<file path="src/rtl/sram_sched_pkg.sv">
// rtl/sram_sched_pkg.sv - shared state encoding and slot numbers for the SRAM slot scheduler
package sram_sched_pkg;

    typedef enum logic [2:0] {
        ST_IDLE,
        ST_BG_A,
        ST_BG_B,
        ST_H_A,
        ST_H_B,
        ST_H_C
    } state_e;

    localparam logic [2:0] SLOT_UNSYNC    = 3'd0;
    localparam logic [2:0] SLOT_BG_GNT    = 3'd1;
    localparam logic [2:0] SLOT_HOST_GNT  = 3'd4;
    localparam logic [2:0] SLOT_HOST_STRB = 3'd5;
    localparam logic [2:0] SLOT_HOST_END  = 3'd7;

endpackage

</file>
<file path="src/rtl/sram_slot_decode.sv">
// rtl/sram_slot_decode.sv - decodes the 7M slot counter into grant, strobe and end qualifiers
module sram_slot_decode
    import sram_sched_pkg::*;
(
    input  logic [2:0] s_i,
    output logic       bg_gnt_o,
    output logic       host_gnt_o,
    output logic       host_strb_o,
    output logic       host_end_o,
    output logic       unsync_o
);

    assign bg_gnt_o    = (s_i == SLOT_BG_GNT);
    assign host_gnt_o  = (s_i == SLOT_HOST_GNT);
    assign host_strb_o = (s_i == SLOT_HOST_STRB);
    assign host_end_o  = (s_i == SLOT_HOST_END);
    assign unsync_o    = (s_i == SLOT_UNSYNC);

endmodule

</file>
<file path="src/rtl/sram_slot_sched.sv">
// rtl/sram_slot_sched.sv - shares the SRAM bus between host (PHI0 half) and background (PHI1 half)
// Define SRAM_SCHED_BG_HOSTIDLE_EN to let background use an unclaimed host window.
module sram_slot_sched
    import sram_sched_pkg::*;
#(
    parameter int ADDR_W = 20,
    parameter int DATA_W = 8
) (
    input  logic              C7M,
    input  logic              RES,
    input  logic [2:0]        S,
    input  logic              host_req,
    input  logic              host_we,
    input  logic [ADDR_W-1:0] host_addr,
    input  logic [DATA_W-1:0] host_wdata,
    output logic [DATA_W-1:0] host_rdata,
    output logic              host_done,
    input  logic              bg_req,
    input  logic              bg_we,
    input  logic [ADDR_W-1:0] bg_addr,
    input  logic [DATA_W-1:0] bg_wdata,
    output logic [DATA_W-1:0] bg_rdata,
    output logic              bg_ack,
    output logic [ADDR_W-1:0] mem_addr,
    output logic [DATA_W-1:0] mem_wdata,
    input  logic [DATA_W-1:0] mem_rdata,
    output logic              mem_cs,
    output logic              mem_oe,
    output logic              mem_we
);

    logic bg_gnt, host_gnt, host_strb, host_end, unsync;
    logic bg_host_win, host_abort;

    state_e            state_q, state_d;
    logic [ADDR_W-1:0] mem_addr_q, mem_addr_d;
    logic [DATA_W-1:0] mem_wdata_q, mem_wdata_d;
    logic              mem_cs_q, mem_cs_d, mem_oe_q, mem_oe_d, mem_we_q, mem_we_d;
    logic              op_we_q, op_we_d;
    logic [DATA_W-1:0] host_rdata_q, host_rdata_d, bg_rdata_q, bg_rdata_d;
    logic              host_done_q, host_done_d, bg_ack_q, bg_ack_d;

    sram_slot_decode u_decode (
        .s_i        (S),
        .bg_gnt_o   (bg_gnt),
        .host_gnt_o (host_gnt),
        .host_strb_o(host_strb),
        .host_end_o (host_end),
        .unsync_o   (unsync)
    );

`ifdef SRAM_SCHED_BG_HOSTIDLE_EN
    assign bg_host_win = host_gnt & ~host_req;
`else
    assign bg_host_win = 1'b0;
`endif

    // An S1 edge during a host access means the slot counter resynchronised under us.
    assign host_abort = bg_gnt && (state_q == ST_H_A || state_q == ST_H_B || state_q == ST_H_C);

    always_comb begin
        state_d      = state_q;
        mem_addr_d   = mem_addr_q;
        mem_wdata_d  = mem_wdata_q;
        mem_cs_d     = mem_cs_q;
        mem_oe_d     = mem_oe_q;
        mem_we_d     = mem_we_q;
        op_we_d      = op_we_q;
        host_rdata_d = host_rdata_q;
        bg_rdata_d   = bg_rdata_q;
        host_done_d  = 1'b0;
        bg_ack_d     = 1'b0;
        unique case (state_q)
            ST_IDLE: begin
                if (host_gnt && host_req) begin
                    state_d     = ST_H_A;
                    mem_addr_d  = host_addr;
                    mem_wdata_d = host_wdata;
                    mem_cs_d    = ~host_we;
                    mem_oe_d    = ~host_we;
                    mem_we_d    = 1'b0;
                    op_we_d     = host_we;
                end else if (bg_req && (bg_gnt || unsync || bg_host_win)) begin
                    state_d     = ST_BG_A;
                    mem_addr_d  = bg_addr;
                    mem_wdata_d = bg_wdata;
                    mem_cs_d    = 1'b1;
                    mem_oe_d    = ~bg_we;
                    mem_we_d    = 1'b0;
                    op_we_d     = bg_we;
                end
            end
            ST_BG_A: begin
                mem_we_d = op_we_q;
                state_d  = ST_BG_B;
            end
            ST_BG_B: begin
                if (!op_we_q) bg_rdata_d = mem_rdata;
                bg_ack_d = 1'b1;
                mem_cs_d = 1'b0;
                mem_oe_d = 1'b0;
                mem_we_d = 1'b0;
                state_d  = ST_IDLE;
            end
            ST_H_A: begin
                if (host_strb) begin
                    mem_cs_d = 1'b1;
                    mem_we_d = op_we_q;
                    state_d  = ST_H_B;
                end
            end
            ST_H_B: state_d = ST_H_C;
            ST_H_C: begin
                if (host_end) begin
                    if (!op_we_q) host_rdata_d = mem_rdata;
                    host_done_d = 1'b1;
                    mem_cs_d    = 1'b0;
                    mem_oe_d    = 1'b0;
                    mem_we_d    = 1'b0;
                    state_d     = ST_IDLE;
                end
            end
            default: state_d = ST_IDLE;
        endcase
        if (host_abort) begin
            state_d     = ST_IDLE;
            mem_addr_d  = '0;
            mem_wdata_d = '0;
            mem_cs_d    = 1'b0;
            mem_oe_d    = 1'b0;
            mem_we_d    = 1'b0;
            host_done_d = 1'b0;
        end
    end

    always_ff @(posedge C7M or posedge RES) begin
        if (RES) begin
            state_q      <= ST_IDLE;
            mem_addr_q   <= '0;
            mem_wdata_q  <= '0;
            mem_cs_q     <= 1'b0;
            mem_oe_q     <= 1'b0;
            mem_we_q     <= 1'b0;
            op_we_q      <= 1'b0;
            host_rdata_q <= '0;
            bg_rdata_q   <= '0;
            host_done_q  <= 1'b0;
            bg_ack_q     <= 1'b0;
        end else begin
            state_q      <= state_d;
            mem_addr_q   <= mem_addr_d;
            mem_wdata_q  <= mem_wdata_d;
            mem_cs_q     <= mem_cs_d;
            mem_oe_q     <= mem_oe_d;
            mem_we_q     <= mem_we_d;
            op_we_q      <= op_we_d;
            host_rdata_q <= host_rdata_d;
            bg_rdata_q   <= bg_rdata_d;
            host_done_q  <= host_done_d;
            bg_ack_q     <= bg_ack_d;
        end
    end

    assign mem_addr   = mem_addr_q;
    assign mem_wdata  = mem_wdata_q;
    assign mem_cs     = mem_cs_q;
    assign mem_oe     = mem_oe_q;
    assign mem_we     = mem_we_q;
    assign host_rdata = host_rdata_q;
    assign host_done  = host_done_q;
    assign bg_rdata   = bg_rdata_q;
    assign bg_ack     = bg_ack_q;

endmodule
</file>
<file path="config.mk">
export PLATFORM = sky130hd
export DESIGN_NAME = sram_slot_sched
export DESIGN_NICKNAME = d
export VERILOG_FILES = /design/src/rtl/sram_sched_pkg.sv /design/src/rtl/sram_slot_decode.sv /design/src/rtl/sram_slot_sched.sv
export SDC_FILE = /design/constraint.sdc
export NUM_CORES = 1
export LEC_CHECK = 0
export CAP_MARGIN = 0
export CORE_ASPECT_RATIO = 0.75
export CORE_MARGIN = 10
export CORE_UTILIZATION = 38
export CTS_CLUSTER_SIZE = 25
export DETAILED_ROUTE_END_ITERATION = 10
export PLACE_DENSITY = 0.77
export SYNTH_ARGS = -nofsm -noshare
export SYNTH_HDL_FRONTEND = slang
export SYNTH_SLANG_ARGS = --single-unit
</file>
<file path="constraint.sdc">
create_clock -name C7M -period 1.7 [get_ports C7M]
set_clock_uncertainty 0.2 [all_clocks]
set_input_delay 0.34 -clock C7M [delete_from_list [all_inputs] [get_ports C7M]]
set_output_delay 0.34 -clock C7M [all_outputs]
set_load 0.01 [all_outputs]
</file>
==> results of run 1 <==
synthesized netlist by cell type (2+ instances only):
master    number
clkbuf_1       3
buf_6          4
buf_4          4
a21oi_1        8
nor2_1        35
a311oi_2      10
o21ai_0        2
mux2_2        20
a22oi_1        2
dfrtp_1       53
buf_2         10
o32ai_1        2
a311oi_1      18
inv_1          5
nand3_1        2
o31ai_1        2
nand2_1       61
nand2b_1       2
nor3_1         5
power groups by stage:
stage	registers [mW]	logic (mW)	clock network, mW
6_report	2.16	3.09	0.725
5_1_grt	2.23	3.31	0.784
4_1_cts	2.12	2.99	0.741
3_5_place_dp	2.10	2.78	0
3_3_place_gp	2.08	2.72	0
2_1_floorplan	2.28	1.01	0
final timing paths:
| kind | startpoint | end | slack (ns) |
|---|---|---|---|
| setup / recovery | state_q[0]$_DFFE_PP0P_ | mem_cs$_DFFE_PP0P_ | -0.14 |
| hold / removal | RES | mem_wdata[1]$_DFFE_PP0P_ | 0.24 |
| setup reg to reg | state_q[0]$_DFFE_PP0P_ | mem_cs$_DFFE_PP0P_ | -0.14 |
| hold reg to reg | bg_rdata[6]$_DFFE_PP0P_ | bg_rdata[6]$_DFFE_PP0P_ | 0.31 |
| max in group asynchronous | RES | state_q[0]$_DFFE_PP0P_ | 0.87 |
| min in group C7M | bg_rdata[6]$_DFFE_PP0P_ | bg_rdata[6]$_DFFE_PP0P_ | 0.31 |
registers in the layout, summed over array words and instances, names as in the netlist:
| name | count |
|---|---|
| mem_oe | 1 |
| state_q | 3 |
| mem_cs | 1 |
| mem_wdata | 8 |
| op_we_q | 1 |
| mem_we | 1 |
| host_done | 1 |
| mem_addr | 20 |
| bg_ack | 1 |
| bg_rdata | 8 |
| host_rdata | 8 |
cell type report:
type / count / share of cell area, %
multi-input cells: 185 / 31.63
clock buffers: 7 / 1.762
well taps: 84 / 2.145
repair buffers: 178 / 36.86
inverters: 5 / 0.4595
flip-flops and latches: 53 / 27.14
per-layer routing:
| metal | vias to the layer above | part of all wire [%] | track usage (%) | wire (um) |
|---|---|---|---|---|
| met5 | - | 0 | 0 | 0 |
| met4 | 0 | 2.2 | 6.160 | 228 |
| met3 | 19 | 7.4 | 4.320 | 748 |
| met2 | 107 | 50 | 31.14 | 5032 |
| met1 | 1379 | 41 | 22.05 | 4148 |
| li1 | 1272 | - | - | - |
tightest hold or removal path: stages:
cell             delay [ns]
clkdlybuf4s50_1        0.44
clkinvlp_4             0.13
buf_12                 0.19
what timing repair did:
item,CTS,global route
gates resized for setup,133,29
hold buffers,0,0
setup endpoints to repair,90,48
pin swaps,42,7
gates cloned,6,0
setup buffers,14,5
cells by family (layout without fill, tap and decap cells):
logic type | count (synthesis) | in the layout
multiplexers | 20 | 20
flip-flops | 53 | 53
AND/OR/NAND/NOR | 114 | 114
buffers and inverters | 26 | 190
AO/OA/AOI/OAI | 51 | 51
==> reports/results.tsv, run 1 <==
metric	value	unit
power consumption	5.974	mW
global-route wire length before repair	15.87	mm
Async SR Flop Fraction	100.0	%
syn_nets	337	
fin. max-slew vios	0	
Final Non-Filler Cells	512	
drt pass-1 iters	4	
Max transition margin	78.35	%
crit start category	flop	
RSZ-0062 raised after global routing	yes	
Clk Latency, worst-skew pair	0.29	ns
commonest non-fill, non-tap cell in the layout	clkdlybuf4s50_1	
Synth Cell Area	2676	sq um
port bufs	121	
yosys warns	0	
Synth Area in XOR/XNOR	0	%
dpl hpwl	6.773	mm
# IOs	122	
Arrival @ worst endpoint	1.83	ns
routed via count	2777	
number of fill cells	503	
WP data required	1.69	ns
Cells after DPL	484	
fin area	4901	sq um
Max stage delay on crit path	0.47	ns
WP depth	5	
fin util	71.74	%
core outline area	6832	sq um
DRC	0	
sequential fraction of design power	36.2	%
critical-path cell list	buf_6, and4b_2, o31ai_4, a22oi_2, mux2_4	
Max VDD drop	0.5823	mV
post-synthesis compound-gate area fraction	17.30	%
P_sw	2.112	mW
total power per unit cell area	1219	nW/um^2
Sw Share	35.36	%
simple-gate portion of the synthesized area	18.93	%
Starting Density	39.18	%
area leader, netlist	dfrtp_1	
dominant synthesized flop cell	dfrtp_1	
Synth Area in Adders	0	%
setup ws final	-0.1383	ns
pin count of the biggest net entering global routing	28	
WL per Instance	19.84	um
worst slew pin tran	0.3236	ns
clock network fraction of total power	12.1	%
buffers plus inverters on the worst setup path	1	
largest family of logic cells by synthesized area	simple AND/OR/NAND/NOR gates	
vias in the first global route	2985	
Critical Path Sink Type	flop	
Clk pin slew, worst setup/hold paths	0.10	ns
CP Class	reg2reg	
# clock sinks	53	
Final Hold Viols	0	
Max Clk Rate	0.5440	GHz
Leak	2.096	nW
area grow syn2layout	83.12	%
worst hold slack	0.2401	ns
Post-synth EDFFs	0	
Cells after Synth	264	
Total Routing Usage GR	18.26	%
CP Max Fanout	5	
DP Area	4208	sq um
share of cells above drive strength 1	35.28	%
Comb pwr share	51.7	%
grt ovf	0	
Root Buffer	clkbuf_8	
TNS Setup	-2.158	ns
failing checks	setup timing	
post-DR vias/cell	5.424	
fin crit period	1.838	ns
max cap viols	0	
Unique masters post-synth	35	
antenna viol nets, final	0	
fin crit share	108.1	%
delay-heaviest family, CP	flip-flops	
Yosys top cell area share	49.56	%
hold crit path type	in2async	
detailed router's first-iteration violation count	140	
most frequent cells in the layout	67 x clkdlybuf4s50_1, 61 x nand2_1, 52 x dlygate4sd2_1, 50 x dfrtp_1, 30 x buf_4	
post-synthesis mux area share	8.415	%
FF/Latch Area	1330	sq um
clock buffer depth	2	
Final #Nets	501	
Placer Congestion	0.8471	
Final setup viols	49	
Multi-input gate area	1550	sq um
H-tree Lvls	2	
CTS tree	built	
Vert. Die Dim	92.68	um
Syn Area/Cell	10.14	sq um
TritonCTS Buffers	5	
outcome	complete, but fails checks	
cell-internal power	3.861	mW
ANT cells	0	
Place WS	-0.6629	ns
# rows	26	
initial antenna violation count	0	
worst r2r path cells	5	
Synth area leaders	dfrtp_1 50%, nand2_1 8.6%, mux2_2 8.4%	
die width	116.9	um
die area	10830	sq um
Critical Path Slowest Stage Cell	dfrtp_2	
post-synthesis sequential area ratio	49.56	%
Total Wirelength	10.16	mm
Synth Register Bits	53	
(Power assumes the default switching activity.)
==> run 2: changes to the inputs <==
--- a/config.mk
+++ b/config.mk
@@ -11,6 +11,7 @@
 export CORE_UTILIZATION = 38
 export CTS_CLUSTER_SIZE = 25
 export DETAILED_ROUTE_END_ITERATION = 10
+export MAX_ROUTING_LAYER = met4
 export PLACE_DENSITY = 0.77
 export SYNTH_ARGS = -nofsm -noshare
 export SYNTH_HDL_FRONTEND = slang
==> constraint.sdc (replaced) <==
create_clock -name C7M -period 1.7 [get_ports C7M]
set_clock_uncertainty 0.2 [all_clocks]
set_input_delay 0.34 -clock C7M [delete_from_list [all_inputs] [get_ports C7M]]
set_output_delay 0.34 -clock C7M [all_outputs]
set_load 0.05 [all_outputs]
==> run 2 against run 1 <==
  * Largest cell class unchanged
  * Critical endpoint is now mem_addr[6]$_DFFE_PP0P_
  * Power rose by 52%
  * The flow still finishes with violations (setup timing)
  * Cell area rose by 9.1%
  * Via count rose by 0.14%
==> reports/results.tsv, run 2 (synthesis results as in run 1) <==
metric	value	unit	change
RSZ-0062 raised after global routing	yes		unchanged
Leak	2.264	nW	was 2.096 nW
Comb pwr share	65.1	%	was 51.7%
setup ws final	-0.1660	ns	was -0.1383 ns
critical-path cell list	nor3_4, a21boi_4, buf_12, buf_12, nor2_1, a311oi_2		was buf_6, and4b_2, o31ai_4, a22oi_2, mux2_4
Final Non-Filler Cells	510		was 512
detailed router's first-iteration violation count	111		was 140
Final setup viols	48		was 49
Max Clk Rate	0.5359	GHz	was 0.5440 GHz
capturing point of the worst reg2reg path	mem_addr[6]$_DFFE_PP0P_		was mem_cs$_DFFE_PP0P_
delay-heaviest family, CP	flip-flops		unchanged
global-route wire length before repair	16.13	mm	was 15.87 mm
P_sw	3.965	mW	was 2.112 mW
flop-to-flop setup slack	-0.17	ns	was -0.14 ns
hold crit path type	in2async		unchanged
cell-internal power	5.136	mW	was 3.861 mW
Critical Path Slowest Stage Cell	dfrtp_2		unchanged
buffers plus inverters on the worst setup path	2		was 1
Final #Nets	498		was 501
worst r2r path cells	6		was 5
dpl hpwl	7.187	mm	was 6.773 mm
outcome	complete, but fails checks		unchanged
Placer Congestion	0.9157		was 0.8471
post-DR vias/cell	5.453		was 5.424
power consumption	9.101	mW	was 5.974 mW
Max transition margin	73.87	%	was 78.35%
fin util	78.28	%	was 71.74%
Critical Path Sink Type	flop		unchanged
# IOs	122		unchanged
# clock sinks	53		unchanged
failing checks	setup timing		unchanged
Max stage delay on crit path	0.50	ns	was 0.47 ns
Vert. Die Dim	92.68	um	unchanged
port bufs	121		unchanged
TritonCTS Buffers	5		unchanged
core outline area	6832	sq um	unchanged
sequential fraction of design power	26.9	%	was 36.2%
Cells after DPL	481		was 484
# hold bufs at CTS	0		unchanged
clock buffer depth	2		unchanged
total power per unit cell area	1702	nW/um^2	was 1219 nW/um^2
Total Routing Usage GR	19.42	%	was 18.26%
number of fill cells	411		was 503
crit start category	flop		unchanged
clock network fraction of total power	7.9	%	was 12.1%
Final Hold Viols	0		unchanged
die area	10830	sq um	unchanged
Max VDD drop	0.7914	mV	was 0.5823 mV
RR Startpoint	state_q[1]$_DFFE_PP0P_		was state_q[0]$_DFFE_PP0P_
Arrival @ worst endpoint	1.88	ns	was 1.83 ns
Clk Latency, worst-skew pair	0.31	ns	was 0.29 ns
H-tree Lvls	2		unchanged
CP dominant cell by count	buf_12		
pin count of the biggest net entering global routing	30		was 28
ANT cells	0		unchanged
fin crit period	1.866	ns	was 1.838 ns
Root Buffer	clkbuf_8		unchanged
WL per Instance	21.89	um	was 19.84 um
antenna viol nets, final	0		unchanged
fin. max-slew vios	0		unchanged
Starting Density	39.18	%	unchanged
most frequent cells in the layout	67 x clkdlybuf4s50_1, 61 x nand2_1, 59 x buf_12, 50 x dfrtp_1, 27 x buf_4		was 67 x clkdlybuf4s50_1, 61 x nand2_1, 52 x dlygate4sd2_1, 50 x dfrtp_1, 30 x buf_4
Largest register FFs	20		unchanged
initial antenna violation count	0		unchanged
Sw Share	43.57	%	was 35.36%
grt ovf	0		unchanged
CTS tree	built		unchanged
routed via count	2781		was 2,777
CP Class	reg2reg		unchanged
Total Wirelength	11.17	mm	was 10.16 mm
CP Max Fanout	14		was 5
Clk pin slew, worst setup/hold paths	0.10	ns	about the same
DRC	0		unchanged
max cap viols	0		unchanged
area grow syn2layout	99.81	%	was 83.12%
# rows	26		unchanged
share of cells above drive strength 1	45.07	%	was 35.28%
drt pass-1 iters	5		was 4
commonest non-fill, non-tap cell in the layout	clkdlybuf4s50_1		unchanged
vias in the first global route	2973		was 2,985
WP data required	1.71	ns	was 1.69 ns
worst slew pin tran	0.3912	ns	was 0.3236 ns
fin crit share	109.8	%	was 108.1%
die width	116.9	um	unchanged
[run 2: cell count changes in the layout (fill, tap and decap cells not counted), moves of 3 or more]
cell	delta
nor2_4	-3
dlygate4sd2_1	-50
a311oi_2	-4
buf_4	-3
a311oi_1	+4
buf_12	+50
nor2_2	+3
[run 2: worst max path at each step]
stage                     slack, ns                   start  cells after the start                  endpoint
after floorplan               -0.10                    S[0]                      5        mem_oe$_DFFE_PP0P_
after global placement        -0.70                    S[1]                      5        mem_oe$_DFFE_PP0P_
after detailed placement      -0.76                    S[1]                      6  mem_addr[18]$_DFFE_PP0P_
after CTS                     -0.12  state_q[0]$_DFFE_PP0P_                      7  mem_addr[16]$_DFFE_PP0P_
after global routing          -0.25  state_q[1]$_DFFE_PP0P_                      6   mem_addr[6]$_DFFE_PP0P_
final                         -0.17  state_q[1]$_DFFE_PP0P_                      6   mem_addr[6]$_DFFE_PP0P_
[run 2: per-stage QoR]
stage	cell area, sq um	hold WS [ns]	setup slack, ns	setup TNS, ns
2_1_floorplan	2699	0.2014	-0.1017	-2.484
3_3_place_gp	4676	0.3581	-0.6973	-27.03
3_5_place_dp	4676	0.3637	-0.7631	-29.29
4_1_cts	5200	0.1706	-0.1201	-2.972
5_1_grt	5348	0.2011	-0.2533	-7.479
6_report	5348	0.1879	-0.1660	-4.200
[run 2: area by class of cell]
class / instances / area (sq um) / area share (%)
Timing Repair Buffer: 175 / 2316 / 43.31
Multi-Input combinational cell: 185 / 1491 / 27.89
Clock inverter: 2 / 10.01 / 0.1872
Clock buffer: 6 / 72.57 / 1.357
Inverter: 5 / 22.52 / 0.4212
Sequential cell: 53 / 1330 / 24.87
Tap cell: 84 / 105.1 / 1.965
[run 2: power groups by stage]
stage,combinational (mW),sequential [mW],clock [mW]
after floorplan,1.01,3.74,0
after detailed placement,5.27,2.38,0
after CTS,5.65,2.40,0.734
after global routing,6.14,2.51,0.781
final,5.93,2.45,0.722
after global placement,5.19,2.35,0
[run 2: per-layer routing]
layer | vias to the layer above | global-route usage, % | part of all wire [%]
met5 | - | - | 0
met4 | 0 | 7.495 | 1.7
met3 | 13 | 4.320 | 6.3
met2 | 106 | 30.86 | 50
met1 | 1412 | 23.53 | 42
li1 | 1250 | - | -
[run 2: what timing repair did]
item / 4_1_cts / 5_1_grt
gates resized for setup: 63 / 36
gates cloned: 4 / 0
setup endpoints to repair: 49 / 48
pin swaps: 25 / 9
buffers inserted: 14 / 5
